## src/rtl/io_bus_arbiter_pkg.sv

```systemverilog
// Shared definitions for the IO bus master-side arbiter: FSM encoding, ctrl bit layout,
// default device-select field position and a width helper.
package io_bus_arbiter_pkg;

    typedef enum logic [2:0] {
        ST_IDLE = 3'd0,
        ST_ADDR = 3'd1,
        ST_WR   = 3'd2,
        ST_RD1  = 3'd3,
        ST_RD2  = 3'd4,
        ST_RESP = 3'd5
    } state_t;

    localparam int unsigned WE_BIT        = 0;
    localparam logic        IO_CTRL_WRITE = 1'b1;
    localparam logic        IO_CTRL_READ  = 1'b0;

    localparam int unsigned DEV_HI_DEFAULT = 15;
    localparam int unsigned DEV_LO_DEFAULT = 12;

    // Index width for an n-entry vector, never narrower than one bit.
    function automatic int unsigned idx_width(input int unsigned n);
        return (n > 1) ? $clog2(n) : 1;
    endfunction

endpackage

```

## src/rtl/io_bus_arbiter_rr_arbiter.sv

```systemverilog
// Combinational round-robin pick: first requester at or after ptr, wrapping.
module io_bus_arbiter_rr_arbiter
    import io_bus_arbiter_pkg::*;
#(
    parameter  int unsigned N_MASTERS = 2,
    localparam int unsigned IDX_W     = idx_width(N_MASTERS)
) (
    input  logic [N_MASTERS-1:0] req,
    input  logic [IDX_W-1:0]     ptr,
    output logic [N_MASTERS-1:0] grant,
    output logic [IDX_W-1:0]     idx
);

    logic        found;
    int unsigned cand;

    always_comb begin
        grant = '0;
        idx   = '0;
        found = 1'b0;
        cand  = 0;
        for (int unsigned off = 0; off < N_MASTERS; off++) begin
            cand = (32'(ptr) + off) % N_MASTERS;
            if (!found && req[IDX_W'(cand)]) begin
                found                = 1'b1;
                grant[IDX_W'(cand)]  = 1'b1;
                idx                  = IDX_W'(cand);
            end
        end
    end

endmodule

```

## src/rtl/io_bus_arbiter.sv

```systemverilog
// Shared IO bus master: round-robin arbitration, bus sequencing, device decode to one-hot bg.
// Optional macro IO_ARB_DECERR_EN: out-of-range device field returns an error ack instead of aliasing.
module io_bus_arbiter
    import io_bus_arbiter_pkg::*;
#(
    parameter int unsigned N_MASTERS = 2,
    parameter int unsigned N_DEVICES = 4,
    parameter int unsigned ADDR_W    = 32,
    parameter int unsigned DATA_W    = 32,
    parameter int unsigned CTRL_W    = 2,
    parameter int unsigned DEV_HI    = DEV_HI_DEFAULT,
    parameter int unsigned DEV_LO    = DEV_LO_DEFAULT
) (
    input  logic                        clk,
    input  logic                        rst,
    input  logic [N_MASTERS-1:0]        m_req,
    input  logic [N_MASTERS-1:0]        m_we,
    input  logic [N_MASTERS*ADDR_W-1:0] m_addr,
    input  logic [N_MASTERS*DATA_W-1:0] m_wdata,
    output logic [N_MASTERS-1:0]        m_ack,
    output logic [N_MASTERS-1:0]        m_err,
    output logic [DATA_W-1:0]           m_rdata,
    output logic [ADDR_W-1:0]           bus_addr,
    output logic [CTRL_W-1:0]           bus_ctrl,
    output logic [DATA_W-1:0]           bus_dout,
    output logic                        bus_oe,
    input  logic [DATA_W-1:0]           bus_din,
    output logic [N_DEVICES-1:0]        bg
);

    localparam int unsigned IDX_W = idx_width(N_MASTERS);
    localparam int unsigned SEL_W = idx_width(N_DEVICES);

    state_t state, state_next;

    logic [IDX_W-1:0]     rr_ptr, winner, grant_idx;
    logic [N_MASTERS-1:0] grant, win_oh;
    logic [ADDR_W-1:0]    addr_q, sel_addr;
    logic [DATA_W-1:0]    wdata_q, sel_wdata;
    logic                 we_q, sel_we;
    logic [SEL_W-1:0]     dev;
    logic                 dec_err;

    logic [N_DEVICES-1:0] bg_d;
    logic                 bus_oe_d;
    logic [CTRL_W-1:0]    bus_ctrl_d;
    logic [ADDR_W-1:0]    bus_addr_d;
    logic [DATA_W-1:0]    bus_dout_d;
    logic [N_MASTERS-1:0] m_ack_d, m_err_d;

    io_bus_arbiter_rr_arbiter #(.N_MASTERS(N_MASTERS)) u_rr (
        .req   (m_req),
        .ptr   (rr_ptr),
        .grant (grant),
        .idx   (grant_idx)
    );

    // Mux the winning master's request fields out of the packed buses.
    always_comb begin
        sel_addr  = '0;
        sel_wdata = '0;
        sel_we    = 1'b0;
        for (int unsigned i = 0; i < N_MASTERS; i++) begin
            if (grant_idx == IDX_W'(i)) begin
                sel_addr  = m_addr[i*ADDR_W +: ADDR_W];
                sel_wdata = m_wdata[i*DATA_W +: DATA_W];
                sel_we    = m_we[i];
            end
        end
    end

    assign dev = addr_q[DEV_LO +: SEL_W];

`ifdef IO_ARB_DECERR_EN
    assign dec_err = (32'(addr_q[DEV_HI:DEV_LO]) >= N_DEVICES);
`else
    assign dec_err = 1'b0;
`endif

    always_ff @(posedge clk) begin
        if (rst) begin
            state <= ST_IDLE;
        end else begin
            state <= state_next;
        end
    end

    always_comb begin
        state_next = state;
        case (state)
            ST_IDLE: if (|m_req) state_next = ST_ADDR;
            ST_ADDR: begin
                if (dec_err)   state_next = ST_RESP;
                else if (we_q) state_next = ST_WR;
                else           state_next = ST_RD1;
            end
            ST_WR:   state_next = ST_RESP;
            ST_RD1:  state_next = ST_RD2;
            ST_RD2:  state_next = ST_RESP;
            ST_RESP: state_next = ST_IDLE;
            default: state_next = ST_IDLE;
        endcase
    end

    // Output values for the state being entered, so registered outputs line up with the state.
    always_comb begin
        bg_d       = '0;
        bus_oe_d   = 1'b0;
        bus_ctrl_d = '0;
        bus_addr_d = '0;
        bus_dout_d = '0;
        m_ack_d    = '0;
        m_err_d    = '0;
        case (state_next)
            ST_ADDR: begin
                // Only reachable from IDLE, where the request is still on the master ports.
                bus_addr_d         = sel_addr;
                bus_ctrl_d[WE_BIT] = sel_we ? IO_CTRL_WRITE : IO_CTRL_READ;
            end
            ST_WR: begin
                bus_addr_d         = addr_q;
                bus_ctrl_d[WE_BIT] = IO_CTRL_WRITE;
                bg_d[dev]          = 1'b1;
                bus_oe_d           = 1'b1;
                bus_dout_d         = wdata_q;
            end
            ST_RD1, ST_RD2: begin
                bus_addr_d         = addr_q;
                bus_ctrl_d[WE_BIT] = IO_CTRL_READ;
                bg_d[dev]          = 1'b1;
            end
            ST_RESP: begin
                m_ack_d = win_oh;
                m_err_d = dec_err ? win_oh : '0;
            end
            default: ;
        endcase
    end

    always_ff @(posedge clk) begin
        if (rst) begin
            bg       <= '0;
            bus_oe   <= 1'b0;
            bus_ctrl <= '0;
            bus_addr <= '0;
            bus_dout <= '0;
            m_ack    <= '0;
            m_err    <= '0;
        end else begin
            bg       <= bg_d;
            bus_oe   <= bus_oe_d;
            bus_ctrl <= bus_ctrl_d;
            bus_addr <= bus_addr_d;
            bus_dout <= bus_dout_d;
            m_ack    <= m_ack_d;
            m_err    <= m_err_d;
        end
    end

    // Transaction capture; masters are free to change their inputs after this.
    always_ff @(posedge clk) begin
        if (rst) begin
            addr_q  <= '0;
            wdata_q <= '0;
            we_q    <= 1'b0;
            winner  <= '0;
            win_oh  <= '0;
        end else if (state == ST_IDLE && |m_req) begin
            addr_q  <= sel_addr;
            wdata_q <= sel_wdata;
            we_q    <= sel_we;
            winner  <= grant_idx;
            win_oh  <= grant;
        end
    end

    always_ff @(posedge clk) begin
        if (rst) begin
            rr_ptr <= '0;
        end else if (state == ST_RESP) begin
            rr_ptr <= (winner == IDX_W'(N_MASTERS - 1)) ? '0 : winner + 1'b1;
        end
    end

    // Read data persists across writes; an error response clears it.
    always_ff @(posedge clk) begin
        if (rst) begin
            m_rdata <= '0;
        end else if (state == ST_RD2) begin
            m_rdata <= bus_din;
        end else if (state == ST_ADDR && dec_err) begin
            m_rdata <= '0;
        end
    end

endmodule

```

## config.mk

```make
export PLATFORM = sky130hd
export DESIGN_NAME = io_bus_arbiter
export DESIGN_NICKNAME = d
export VERILOG_FILES = /design/src/rtl/io_bus_arbiter_pkg.sv /design/src/rtl/io_bus_arbiter_rr_arbiter.sv /design/src/rtl/io_bus_arbiter.sv
export SDC_FILE = /design/constraint.sdc
export NUM_CORES = 1
export LEC_CHECK = 0
export ABC_AREA = 1
export ABC_CLOCK_PERIOD_IN_PS = 1300
export CAP_MARGIN = 40
export CORE_ASPECT_RATIO = 1.4
export CORE_MARGIN = 5
export CORE_UTILIZATION = 40
export DETAILED_ROUTE_END_ITERATION = 7
export GPL_TIMING_DRIVEN = 0
export PLACE_DENSITY_LB_ADDON = 0.2
export SYNTH_ARGS = -nofsm -noshare
export SYNTH_HDL_FRONTEND = slang
export SYNTH_SLANG_ARGS = --single-unit
```

## constraint.sdc

```tcl
create_clock -name clk -period 1.3 [get_ports clk]
set_input_delay 0.13 -clock clk [delete_from_list [all_inputs] [get_ports clk]]
set_output_delay 0.13 -clock clk [all_outputs]
set_load 0.02 [all_outputs]
```

; ---- Word level (Yosys, flattened, before mapping)
; Cells that the tools add are included.
[totals]
register_bits = 177
inputBits = 166
output_inout_bits = 107
word_cells = 76
[classes]
addsub = 2
order_cmp = 6
n_eq_ne = 10
muxes = 26
bitwise = 4
n_reduce_logical = 13
[ops]
columns = cell, n
row1 = 32-bit 2-to-1 mux, 2
row2 = 32-bit case mux with 2 select lines, 1
row3 = 1-bit 2-to-1 mux, 15
row4 = "3-bit by 2-bit == test with 1-bit output, second input constant", 4
row5 = "3-bit == test, second input constant", 4
row6 = 3-bit case mux with 4 select lines, 1
row7 = 2-bit OR reduction, 5
row8 = "3-bit by 1-bit == test with 1-bit output, second input constant", 2
row9 = 1-bit logical AND, 5
row10 = "1-bit by 2-bit less-than comparator with 1-bit output, second input constant", 2
row11 = 2-bit 2-to-1 mux, 2
row12 = 3-bit logical NOT, 1
row13 = "2-bit by 3-bit less-than comparator with 1-bit output, second input constant", 1
row14 = 3-bit 2-to-1 mux, 1
row15 = 1-bit NOT, 3
row16 = 3-bit OR reduction, 1
row17 = "1-bit adder, second input constant", 2
row18 = 1-bit demux with 1-bit select, 2
row19 = 1-bit demux with 2-bit select, 1
row20 = "1-bit >= comparator, second input constant", 2
row21 = "2-bit by 1-bit >= comparator with 1-bit output, second input constant", 1
row22 = 2-bit bitwise OR, 1
row23 = 1-bit case mux with 2 select lines, 1
row24 = 1-bit logical NOT, 1

; ---- Depth between registers and ports, before layout
; Gate-level depths: netlist of run 1.
[logic_depth]
depth_word = 9
ltp_mapped = 9
ltp_nobuf = 7

; ---- Cells and area by module
; Synthesis of run 1 repeated with hierarchy kept, for this count alone.
[hier_totals]
hier_cells = 1144
area_unflattened_um2 = 7414.6
[by_module_without_submodules]
columns = mod, n_inst, cells_per_inst, area_each_um2, seq_area_each_um2
row1 = io_bus_arbiter, 1, 1139, 7385.8, 3523.4
row2 = io_bus_arbiter_rr_arbiter, 1, 5, 28.8, 0.0

; ---- Worst setup path before layout of run 1
; No wires, ideal clock.
[synth_path]
kind = register to register
startpoint = register state[0]
endpoint = register wdata_q[10]
setup_ns = 0.111
arrival_ns = 1.093
required_time_ns = 1.189
setup_slack_ns = 0.096
path_stages_with_launch = 9
n_path_buf = 2
period_less_slack_ns = 1.204
cell_sequence = dfxtp_1 nor2_4 nand2_1 nor2_2 buf_4 buf_4 nand2_1 nor2_1 nor2_1
[synth_between]
elab_chain_len = 2
[synth_rtl]
columns = item, line_no
row1 = "start, declared", io_bus_arbiter.sv:34  ; state_t state, state_next;
row2 = "start signal, assigned", io_bus_arbiter.sv:84  ; state <= state_next;
row3 = 3-bit logical NOT, io_bus_arbiter.sv:168  ; end else if (state == ST_IDLE && |m_req) begin
row4 = 1-bit logical AND, io_bus_arbiter.sv:168
row5 = "end signal, assigned", io_bus_arbiter.sv:170  ; wdata_q <= sel_wdata;
row6 = "end, declared", io_bus_arbiter.sv:39  ; logic [DATA_W-1:0] wdata_q, sel_wdata;
; No other way between the ends.
; A chain may end at the register's enable or synchronous reset.

; ---- Worst setup path in the final report of run 1
[layout_path]
startpoint = register state[0]
endpoint = register wdata_q[6]
; The elaborated chain is that of the path after synthesis.

==> results of run 1 <==
critical path: cells and delay by family, from the launching register on:
| kind | cells | cell delay [ns] |
|---|---|---|
| buf+inv | 2 | 0.29 |
| flops | 1 | 0.35 |
| simple gates | 6 | 0.61 |
sequential cells by signal, indices dropped and copies added, names as in the netlist, 3 cells and up:
register,flops
bus_addr,32
addr_q,32
state,3
bus_dout,32
bg,4
wdata_q,32
m_rdata,32
timing repair:
item / in CTS / in global routing
endpoints found under the setup margin: 236 / 161
buffers inserted: 17 / 6
hold buffers: 2 / 1
pin swaps: 31 / 57
resized for setup: 195 / 117
endpoints found under the hold margin: 3 / 1
gates cloned: 8 / 0
power by group:
group          total, mW  switching (mW)  leakage [nW]  internal (mW)
sequential          6.64           0.331          1.44           6.31
clock               4.81            2.30         0.263           2.50
combinational       6.45            3.55          4.09           2.90
cells in the mapped netlist:
cell	number
sky130_fd_sc_hd__nand3_1	72
sky130_fd_sc_hd__buf_6	5
sky130_fd_sc_hd__inv_1	109
sky130_fd_sc_hd__nor2_1	264
sky130_fd_sc_hd__buf_1	6
sky130_fd_sc_hd__buf_4	16
sky130_fd_sc_hd__nand4_1	3
sky130_fd_sc_hd__a21oi_1	4
sky130_fd_sc_hd__nand2_2	2
sky130_fd_sc_hd__nand2_1	333
sky130_fd_sc_hd__nor2_4	2
sky130_fd_sc_hd__dfxtp_1	176
sky130_fd_sc_hd__nor3_1	4
sky130_fd_sc_hd__nor2_2	1
sky130_fd_sc_hd__conb_1	1
sky130_fd_sc_hd__clkbuf_1	12
sky130_fd_sc_hd__inv_2	4
sky130_fd_sc_hd__buf_2	26
sky130_fd_sc_hd__o21ai_0	34
kinds of logic after synthesis:
logic type      count (synthesis)
simple gates                  681
flops                         176
other cells                     1
compound gates                 38
buf+inv                       178
metrics by stage:
stage	power, mW	utilization [%]
CTS	17.7	63.0
finish	17.9	64.6
global placement	11.9	57.0
detailed placement	12.0	57.0
floorplan	9.99	-
global route	19.0	64.6
cell type report:
| type | count | area [um^2] | area share (%) |
|---|---|---|---|
| inverter | 113 | 427 | 3.70 |
| multi-input combinational | 723 | 3280 | 28.5 |
| tap | 240 | 300 | 2.60 |
| timing repair buffer | 296 | 2900 | 25.1 |
| sequential | 176 | 3530 | 30.6 |
| clock buffer | 17 | 425 | 3.69 |
| clock inverter | 15 | 136 | 1.18 |
| buffer | 63 | 534 | 4.63 |
layer usage:
metal | vias up | track usage, %
li1 | 3836 | -
met4 | 0 | 5.78
met1 | 3346 | 23.6
met5 | - | 0
met2 | 194 | 39.2
met3 | 25 | 6.18
worst max path at each step:
stage                        endpoint  slack (ns)  depth (start not counted)
final                      wdata_q[6]       -0.08                          8
after global routing       wdata_q[0]       -0.13                          9
after detailed placement  wdata_q[13]       -0.67                          8
after CTS                  wdata_q[0]       -0.08                          9
after global placement    wdata_q[13]       -0.68                          8
after floorplan           wdata_q[10]         0.1                          8
==> results.md, run 1 <==
- The maximum frequency from static timing analysis is 727 MHz.
- The tightest min-delay check is of the input port to flip-flop type.
- The floorplan step defined a core boundary enclosing 17900 um^2.
- The global-route total usage across every layer is 21.3%.
- After Yosys synthesis, XOR and XNOR cells account for 0% of the synthesized area.
- TritonCTS built the clock tree.
- The run finished, with violations left.
- The source-to-sink clock delay at the later pin of the worst-skew pair is 0.43 ns.
- The routed length on met3 is 1580 um.
- Entering global routing, the biggest net connects 18 pins.
- Routed signal wires occupy layers up through met4.
- The global-route congestion overflow total is 0.
- After the last flow step, the layout net total stands at 1556.
- Of the cells placed in the final design, the portion with a size suffix greater than 1 is 14.8%.
- The length in cells of the worst reg-to-reg path is 8.
- The vertical die dimension is 169 um.
- The total DRC errors in the routed layout is 0.
- In this run, CTS created clock tree buffers numbering 17.
- Of all nets on the critical path, the largest fanout is 6.
- The average via count per standard cell is 4.50.
- The post-route fraction of the period consumed by the critical path is 106%.
- The width of the chip is 123 um.
- The final hold violation count is 0.
- Headroom to the max-slew limit came out at 56.9%.
- The cell area after layout is 11500 um^2.
- The critical path in this run is classified as flip-flop to flip-flop.
- Setup total negative slack on the finished layout was measured at -1.03 ns.
- The cell area that synthesis handed to floorplanning was 7200 um^2.
- By area the synthesized netlist is led by sky130_fd_sc_hd__dfxtp_1, sky130_fd_sc_hd__nand2_1, sky130_fd_sc_hd__nor2_1.
- STA classifies the critical path endpoint as a flip-flop.
- The number of placed instances, taps included, is 1583.
- The worst register-to-register path ends at wdata_q[6].
- The master of the slowest instance on the critical path is sky130_fd_sc_hd__dfxtp_4.
- The final reports fail on negative setup slack.
- After clock tree synthesis, the clock-pin slew on the worst setup and hold paths is 0.07 ns.
- The placer's final routability congestion estimate is 0.812.
- IR analysis of the VDD net gives a maximum drop of 0.995 mV.
- The number of antenna diodes in the final layout is 0.
- In the final routing, the length of wire on met1 measures 8970 um.
- The startpoint identified for the worst hold timing path is rst.
- The H-tree level count is 4.
- The mux cell area share after synthesis is 0%.
- Across the routed clock network, the largest skew measured is 0.0121 ns.
- Summed over all layers, the routed wires come to 23200 um.
- The path with the worst hold slack has its endpoint at bg[0].
- The number of library cell types mapped by synthesis is 19.
- Once routing completed, OpenROAD measured the worst setup slack at -0.0754 ns.
- The startpoint identified for the worst register-to-register timing path is state[0].
- The largest area contributor in the netlist is sky130_fd_sc_hd__dfxtp_1.
- The worst path in the final design needs a cycle of 1.38 ns, including I/O delays and setup.
- Setup violations remaining at the end of the flow were counted as 51.
- The count of final max-slew check failures was 0.
- The effective utilization at floorplan is 40.3%.
- The cell sitting at the root of the clock tree is a sky130_fd_sc_hd__clkbuf_16.
- The half-perimeter wire length after placement is 16500 um.
- The total met2 wirelength after detailed routing is 12200 um.
- The first TritonRoute pass finished after 4 iterations.
- Synthesis produced a netlist whose cell count is 1074.
- The post-synthesis area per instance is 6.70 um^2.
- The simple-gate portion of the synthesized area is 37.3%.
- The number of global-route vias before repair is 6887.
- The most common cell after layout, fill and taps aside is sky130_fd_sc_hd__nand2_1.
- The largest single stage delay on the critical path is 0.35 ns.
- Traced cell by cell, the critical path runs through nor2_4 > nand2_2 > nor2_4 > buf_12 > buf_6 > nand2_2 > nor2_2 > nor2_1.
- The startpoint of the most critical setup path is state[0].
- After synthesis, the largest family of logic cells by area is simple AND/OR/NAND/NOR gates.
- The power density over the cells is 1550 nW/um^2.
- The floorplan has 58 rows.
- In this run the register-to-register setup slack is -0.08 ns.
- The number of warnings printed during yosys synthesis is 0.
- The number of antenna violations at the first check in global routing was 0.
- At the pin with the least slew margin, the transition time is 0.647 ns.
- The tightest hold path in the finished design has a slack of 0.120 ns.
- The synthesis-stage register bit count is 176.
- STA puts the critical path data required time at 1.62 ns.
- The area share of the largest cell type after synthesis is 49.0%.
- Leaving out fill and tap cells, the most frequent cells in the layout are sky130_fd_sc_hd__nand2_1, sky130_fd_sc_hd__nor2_1, sky130_fd_sc_hd__dfxtp_1.
- Setup repair after global routing could not meet its margin everywhere.
- The first global-routing pass estimated 34900 um of wire.
- In this run the count of I/O pins placed on the die edge is 273.
- The area growth from synthesis to final layout is 60.3%.
- In the final routed layout, each cell accounts on average for 14.1 um.
- The die covers 20800 um^2.
- Along the worst hold path, the cell count comes to 4.
- The worst slack at placement is -0.673 ns.
- Excluding fillers, the count of instances in the completed layout stands at 1643.
- The analysis attributes to cell leakage a power of 5.80 nW.
- For the worst setup path, the data arrival time is 1.69 ns.
- The sequential share of the synthesized area is 49.0%.
- The detailed router finished its first iteration with 356 violations.
- The placed instances occupy a cell area of 10200 um^2.
- The count of buffers added on input and output ports is 267.
- The longest clock path from root to sink contains 2 buffers.
- The worst setup path is launched from a flip-flop.
- After filler insertion, the fill cell instance count of the layout stands at 1710.
- Across the run, the number of max-cap violations was 0.
- Of the total synthesized cell area, the portion taken by full adders, half adders and majority gates is 0%.
- The remaining number of nets flagged by the antenna check after routing is 0.
- The clock net in this run drives a total of 176 sinks.
- The share of the synthesized area in compound gates (AO/OA/AOI/OAI) is 2.64%.
- The via count is 7401.
Power figures use the tool's default switching activity.
==> run 2, diff against run 1 <==
--- a/config.mk
+++ b/config.mk
@@ -11,7 +11,9 @@
 export CORE_ASPECT_RATIO = 1.4
 export CORE_MARGIN = 5
 export CORE_UTILIZATION = 40
+export CTS_BUF_LIST = sky130_fd_sc_hd__clkbuf_2
 export DETAILED_ROUTE_END_ITERATION = 7
+export GPL_ROUTABILITY_DRIVEN = 1
 export GPL_TIMING_DRIVEN = 0
 export PLACE_DENSITY_LB_ADDON = 0.2
 export SYNTH_ARGS = -nofsm -noshare
==> run 2 against run 1 <==
Compared with the run above:
- the flow still finishes with violations (negative setup slack)
- via count up 11%
- total power fell by 0.13%
- global-route usage rose by 1.8 points
- flip-flop and latch count unchanged
- first-iteration DRC count rose by 25%
- worst hold slack lost 0.063 ns
- die area is the same
- largest cell class is now buffers
- largest power group is now combinational cells
==> results.md, run 2 (synthesis results as in run 1) <==
- The flow ran to the end, but the final reports show violations.
- The final reports fail on negative setup slack.
- The most critical setup path has its startpoint at state[0].
- For this design the ratio of total power to cell area is 1340 nW/um^2.
- The clock passes through at most 2 buffers.
- Entering global routing, the biggest net connects 20 pins.
- The HPWL after detailed placement is 16500 um.
- The signal arrival time at the worst endpoint is 2.12 ns.
- The post-route fraction of the period consumed by the critical path is 110%.
- The total CTS buffers is 17.
- Clock-pin slew was measured on the worst setup and hold paths at 0.28 ns.
- The part of the total power dissipated in sequential elements is 38.1%.
- The number of antenna violations at the first check in global routing is 1.
- The maximum frequency from static timing analysis is 696 MHz.
- TritonCTS built the clock tree.
- Hold timing on the final database bottoms out at a slack of 0.0568 ns.
- The vertical die dimension is 169 um.
- The share of post-route cells with drive strength above 1 is 31.8%.
- In this run switching power makes up 37.6% of total power.
- The number of rows created at floorplan is 58.
- At the end of the flow, the number of nets in the layout was 1690.
- Setup repair after global routing could not meet its margin everywhere.
- Counting I/O delays and the setup requirement, the final critical path takes 1.44 ns.
- In this run, the number of DRC markers left after iteration 0 of detailed routing was 444.
- The maximum cell stage delay along the critical path is 0.41 ns.
- The master of the slowest instance on the critical path is sky130_fd_sc_hd__dfxtp_4.
- The tree built by TritonCTS fans out to 176 sinks.
- The transition time at the pin with the least slew margin is 0.622 ns.
- The count of final max-slew check failures is 0.
- The via count is 8229.
- The clock reaches the later pin of the worst-skew pair after 0.74 ns.
- The share of total power dissipated in combinational logic is 47.1%.
- The average wire length per cell after detail routing is 15.5 um.
- The data required time of the critical path is 1.99 ns.
- The worst setup path is launched from a flip-flop.
- The largest fanout on the critical path is 7.
- The final hold violation count came to 0.
- The sum of routed wire length over all layers is 27600 um.
- Once routing completed, OpenROAD measured the worst setup slack at -0.136 ns.
- The number of non-filler instances in the completed layout is 1778.
- In the layout the commonest cells are sky130_fd_sc_hd__nand2_1, sky130_fd_sc_hd__nor2_1, sky130_fd_sc_hd__clkdlybuf4s50_1.
- The kind of end point of the critical path is a flip-flop.
- The width of the chip is 123 um.
- The kind of path behind the tightest hold check is input port to flip-flop.
- The area growth from synthesis to final layout is 85.9%.
- Pin placement for this block handled 273 I/O pins.
- CTS placed an instance of sky130_fd_sc_hd__clkbuf_2 at the clock tree root.
- The internal portion of total power is 11.2 mW.
- The overall power is 17.9 mW.
- The count of input and output buffers is 267.
- The headroom to the max-slew limit is 58.5%.
- The region available for standard cell placement spans 17900 um^2.
- Global routing consumed, over all layers together, 23.2% of the routing resources.
- The number of global-route vias before repair is 7747.
- Walking the worst path, the cells encountered are nor2_4 > nand2_2 > nor2_4 > buf_12 > buf_8 > buf_12 > nand3_1 > nand2_1.
- In this run the remaining antenna-violating nets after routing total 0.
- The cell count after placement is 1583.
- The H-tree level count is 4.
- The worst slack at placement is -0.673 ns.
- The startpoint of the worst hold path is m_addr[42].
- The critical path is of the flip-flop to flip-flop type.
- The most common cell after layout, fill and taps aside is sky130_fd_sc_hd__nand2_1.
- On the final layout, the worst clock skew is 0.0334 ns.
- The analysis attributes to net switching a power of 6.72 mW.
- The maximum ir drop on the vdd rail is 0.921 mV.
- Global routing finished with a remaining overflow of 0.
- The congestion estimate from routability-driven global placement came to 0.812.
- The share of total power dissipated in the clock network is 14.7%.
- For this run, the detailed router's first-pass iteration total came to 5.
- The total DRC errors in the routed layout is 0.
- The max-cap violation count is 0.
- The family with the most delay on the worst path is simple AND/OR/NAND/NOR gates.
- The die covers 20800 um^2.
- The effective utilization at floorplan is 40.3%.
- For this design the static power due to leakage is 6.26 nW.
- The first-pass GRT wire length is 38200 um.
- The reg-to-reg startpoint is state[0].
- Setup violations remaining at the end of the flow were counted as 189.
- Using the TritonRoute via totals, the vias-per-cell ratio works out to 4.63.
- Together, buffers and inverters on the worst path number 3.
[run 2: final timing paths]
kind | endpoint | slack, ns | cells past startpoint
worst max-delay path | bus_addr[3] | -0.14 | 8
worst min-delay path | bus_addr[10] | 0.06 | 5
worst max register to register | bus_addr[3] | -0.14 | 8
worst min register to register | bus_dout[2] | 0.40 | 2
[run 2: metal layers]
metal | part of all wire (%) | track usage, % | up-vias | wire length [um]
met5 | 0 | 0 | - | 0
met4 | 2.5 | 8.19 | 0 | 693
met3 | 6.0 | 5.68 | 47 | 1650
met2 | 55 | 43.6 | 252 | 15100
met1 | 37 | 24.5 | 3840 | 10100
li1 | - | - | 4090 | -
[run 2: layout make-up]
class | instances | area (um^2)
clock inverter | 15 | 136
multi-input combinational | 722 | 3540
inverter | 113 | 429
clock buffer | 17 | 85.1
sequential | 176 | 3660
timing repair buffer | 432 | 4650
fill | 1295 | 4480
antenna | 1 | 2.50
buffer | 62 | 573
tap | 240 | 300
[run 2: stage by stage]
step / area (um^2) / TNS [ns] / utilization, %
global route: 13400 / -26.36 / 74.9
CTS: 12100 / -14.17 / 68.0
finish: 13400 / -11.42 / 74.9
detailed placement: 10200 / -51.43 / 57.0
global placement: 10200 / -50.29 / 57.0
floorplan: 7200 / 0 / -
[run 2: tightest hold or removal path, delay by kind of cell]
family	cells	cell delay [ns]
and+or+nand+nor	4	0.26
buffers and inverters	1	0.42
[run 2: timing repair]
| action | CTS | global route |
|---|---|---|
| hold buffers | 124 | 4 |
| setup buffers | 8 | 16 |
| pin swaps | 4 | 101 |
| cloned | 3 | 12 |
| endpoints found under the setup margin | 236 | 238 |
| hold endpoints to repair | 124 | 4 |
| gates resized for setup | 781 | 266 |
[run 2: power groups by stage]
stage	logic [mW]	clock network, mW	registers, mW
finish	8.43	2.63	6.82
global route	9.03	2.97	6.91
CTS	6.07	2.70	6.79
detailed placement	5.25	0	6.77
global placement	5.19	0	6.74
floorplan	2.82	0	7.17
==> run 3, diff against run 2 <==
--- a/config.mk
+++ b/config.mk
@@ -8,7 +8,6 @@
 export ABC_AREA = 1
 export ABC_CLOCK_PERIOD_IN_PS = 1300
 export CAP_MARGIN = 40
-export CORE_ASPECT_RATIO = 1.4
 export CORE_MARGIN = 5
 export CORE_UTILIZATION = 40
 export CTS_BUF_LIST = sky130_fd_sc_hd__clkbuf_2
==> run 3 against run 2 <==
Compared with the run above:
- the flow still finishes with violations (negative setup slack)
- sequential share of layout area is 0.17 points lower
- global-route usage is 0.67 points higher
- sequential power hardly changed
- via count is 1.3% higher
- total power is 0.78% lower
- first-iteration DRC count is 5.6% higher
- cell area is 0.55% higher
- critical endpoint is now wdata_q[12]
- worst hold slack better by 0.024 ns
==> results.md, run 3 (synthesis results as in run 1) <==
- The flow ran to the end, but the final reports show violations.
- The checks that failed: negative setup slack.
- The number of antenna violations at the first check in global routing is 1.
- Data on the critical path arrives at its endpoint at 2.16 ns.
- For this block, wires on met1 add up to 10600 um.
- The part of the total power dissipated in sequential elements is 38.4%.
- The post-route fraction of the period consumed by the critical path is 113%.
- The first global-routing pass estimated 39200 um of wire.
- TritonCTS built the clock tree.
- In the layout the commonest cells are sky130_fd_sc_hd__nand2_1, sky130_fd_sc_hd__nor2_1, sky130_fd_sc_hd__clkdlybuf4s50_1.
- The pin count of the biggest net entering global routing is 17.
- The total CTS buffers is 17.
- The iteration-0 DRC count of the detailed router is 469.
- Summed over all layers, the global routing overflow is 0.
- The count of buffers added on input and output ports is 267.
- The largest fanout on the critical path is 10.
- The core occupancy in the finished layout is 75.4%.
- In this run the register-to-register setup slack is -0.17 ns.
- The critical path starts at rr_ptr.
- Across the VDD grid, the largest voltage drop is 0.671 mV.
- The reported net switching power is 6.71 mW.
- The worst register-to-register path begins at rr_ptr.
- The number of nets in the finished design is 1695.
- The count of final max-slew check failures is 0.
- The share of post-route cells with drive strength above 1 is 32.2%.
- The final worst setup slack is -0.166 ns.
- The number of global-route vias before repair came to 7872.
- The tightest min-delay check is of the input port to flip-flop type.
- In this run the remaining antenna-violating nets after routing total 0.
- The data required time of the critical path is 1.99 ns.
- Per report_power, the clock group accounts for 14.2% of the total.
- The initial utilization of the core area, before any placement, comes to 40.3%.
- Prior to clock tree synthesis, the placed netlist has a worst setup slack of -0.728 ns.
- The critical path is of the flip-flop to flip-flop type.
- Measured along the x axis, the die boundary spans 144 um.
- The worst pin sits at a relative slew slack of 58.1%.
- After detailed routing, the average wire length per cell comes to 15.7 um.
- The global-route total usage across every layer is 23.8%.
- After clock tree synthesis, the clock-pin slew on the worst setup and hold paths is 0.26 ns.
- 273 I/O pins were placed.
- The endpoint identified for the worst register-to-register timing path is wdata_q[12].
- The half-perimeter wire length after placement is 16100 um.
- Of the total power, combinational logic draws 47.4%.
- The floorplan has 49 rows.
- Net switching is 37.8% of the power.
- The length in cells of the worst reg-to-reg path is 8.
- The later pin in the worst-skew pair is clocked with a latency of 0.74 ns.
- The sum of routed wire length over all layers is 27700 um.
- The tree is rooted in a sky130_fd_sc_hd__clkbuf_2.
- The number of buffers between clock root and the deepest sink is 2.
- The placed instances occupy a cell area of 10200 um^2.
- The maximum frequency from static timing analysis is 682 MHz.
- In this run the static leakage power is 6.27 nW.
- The kind of end point of the critical path is a flip-flop.
- The core region is 17800 um^2.
- CTS saw 176 sinks.
- The cell area after layout is 13500 um^2.
- The routed design uses 14100 um of met2 wire.
- The max-cap violation count is 0.
- The die is 144 um tall.
- The worst path in the final design needs a cycle of 1.47 ns, including I/O delays and setup.
- The length of the first detailed-routing pass in iterations is 5.
- Setup violations remaining at the end of the flow were counted as 175.
- The internal portion of total power is 11.0 mW.
- The area growth from synthesis to layout is 86.9%.
- In the routed layout, each cell is associated on average with a via count of 4.70.
- Setup repair after global routing could not meet its margin everywhere.
- The total DRC errors in the routed layout is 0.
- Signal routing reaches up to met4.
- At the end of routability-driven placement, the weighted congestion stood at 0.818.
- Power spread over the standard cell area amounts to 1320 nW/um^2.
- The transition time at the pin with the least slew margin is 0.629 ns.
- The routed design uses 2070 um of met3 wire.
- The area of the die is 20800 um^2.
- The most common cell after layout, fill and taps aside is sky130_fd_sc_hd__nand2_1.
- The final hold violation count is 0.
- STA classifies the critical path startpoint as a flip-flop.
- Across all layers, the routed design uses 8332 vias.
- The clock tree synthesis step divided the H-tree into 4 levels.
- For the final database, setup skew stands at 0.0451 ns.
- The capture point of the critical path is wdata_q[12].
[run 3: layout make-up]
type | instances | area (um^2)
clock buffer | 18 | 90.1
timing repair buffer | 440 | 4740
sequential | 176 | 3660
tap | 229 | 287
multi-input combinational | 722 | 3600
fill | 1247 | 4390
antenna | 1 | 2.50
inverter | 113 | 434
clock inverter | 14 | 109
buffer | 59 | 527
[run 3: how the worst min path moves through the flow]
stage	startpoint	end	slack (ns)	cells after the start
finish	m_addr[12]	addr_q[12]	0.08	5
floorplan	bus_din[0]	m_rdata[0]	0.30	2
CTS	m_addr[62]	bus_addr[30]	0.002	5
global placement	rst	win_oh[1]	0.41	2
detailed placement	rst	win_oh[1]	0.40	2
global route	m_wdata[29]	wdata_q[29]	-0.005	5
[run 3: power groups by stage]
stage / Combinational, mW / Clock (mW) / Sequential, mW
6_report: 8.41 / 2.51 / 6.82
3_5_place_dp: 5.27 / 0 / 6.77
2_1_floorplan: 2.82 / 0 / 7.17
4_1_cts: 6.86 / 2.60 / 6.79
3_3_place_gp: 5.21 / 0 / 6.74
5_1_grt: 9.05 / 2.84 / 6.91
[run 3: per-stage QoR]
| step | hold WS [ns] | power, mW | std cells | TNS, ns |
|---|---|---|---|---|
| after floorplan | 0.296 | 9.99 | 1076 | 0 |
| after global placement | 0.405 | 11.9 | 1572 | -50.76 |
| after detailed placement | 0.403 | 12.0 | 1572 | -52.36 |
| after CTS | 0.00238 | 16.3 | 1760 | -15.57 |
| after global routing | -0.00548 | 18.8 | 1772 | -29.28 |
| final | 0.0804 | 17.7 | 1772 | -9.80 |
[run 3: repair_timing]
item                                    in CTS  in global routing
setup buffers                               20                 10
gates resized for setup                    817                248
hold buffers                               133                  3
endpoints found under the setup margin     242                240
pin swaps                                   20                130
hold endpoints to repair                   145                  3
gates cloned                                 6                  7
[run 3: critical path: stages (launching register included)]
cell	delay (ns)
sky130_fd_sc_hd__dfxtp_2	0.39
sky130_fd_sc_hd__inv_4	0.05
sky130_fd_sc_hd__nand2_8	0.10
sky130_fd_sc_hd__nand2_8	0.10
sky130_fd_sc_hd__buf_12	0.16
sky130_fd_sc_hd__buf_8	0.14
sky130_fd_sc_hd__nor2_1	0.35
sky130_fd_sc_hd__nor2_4	0.05
sky130_fd_sc_hd__nor2_1	0.10
[run 3: layer usage]
metal | GRT usage [%] | vias to the layer above
li1 | - | 4110
met1 | 28.0 | 3820
met2 | 41.7 | 329
met3 | 6.55 | 73
met4 | 8.59 | 0
met5 | 0 | -
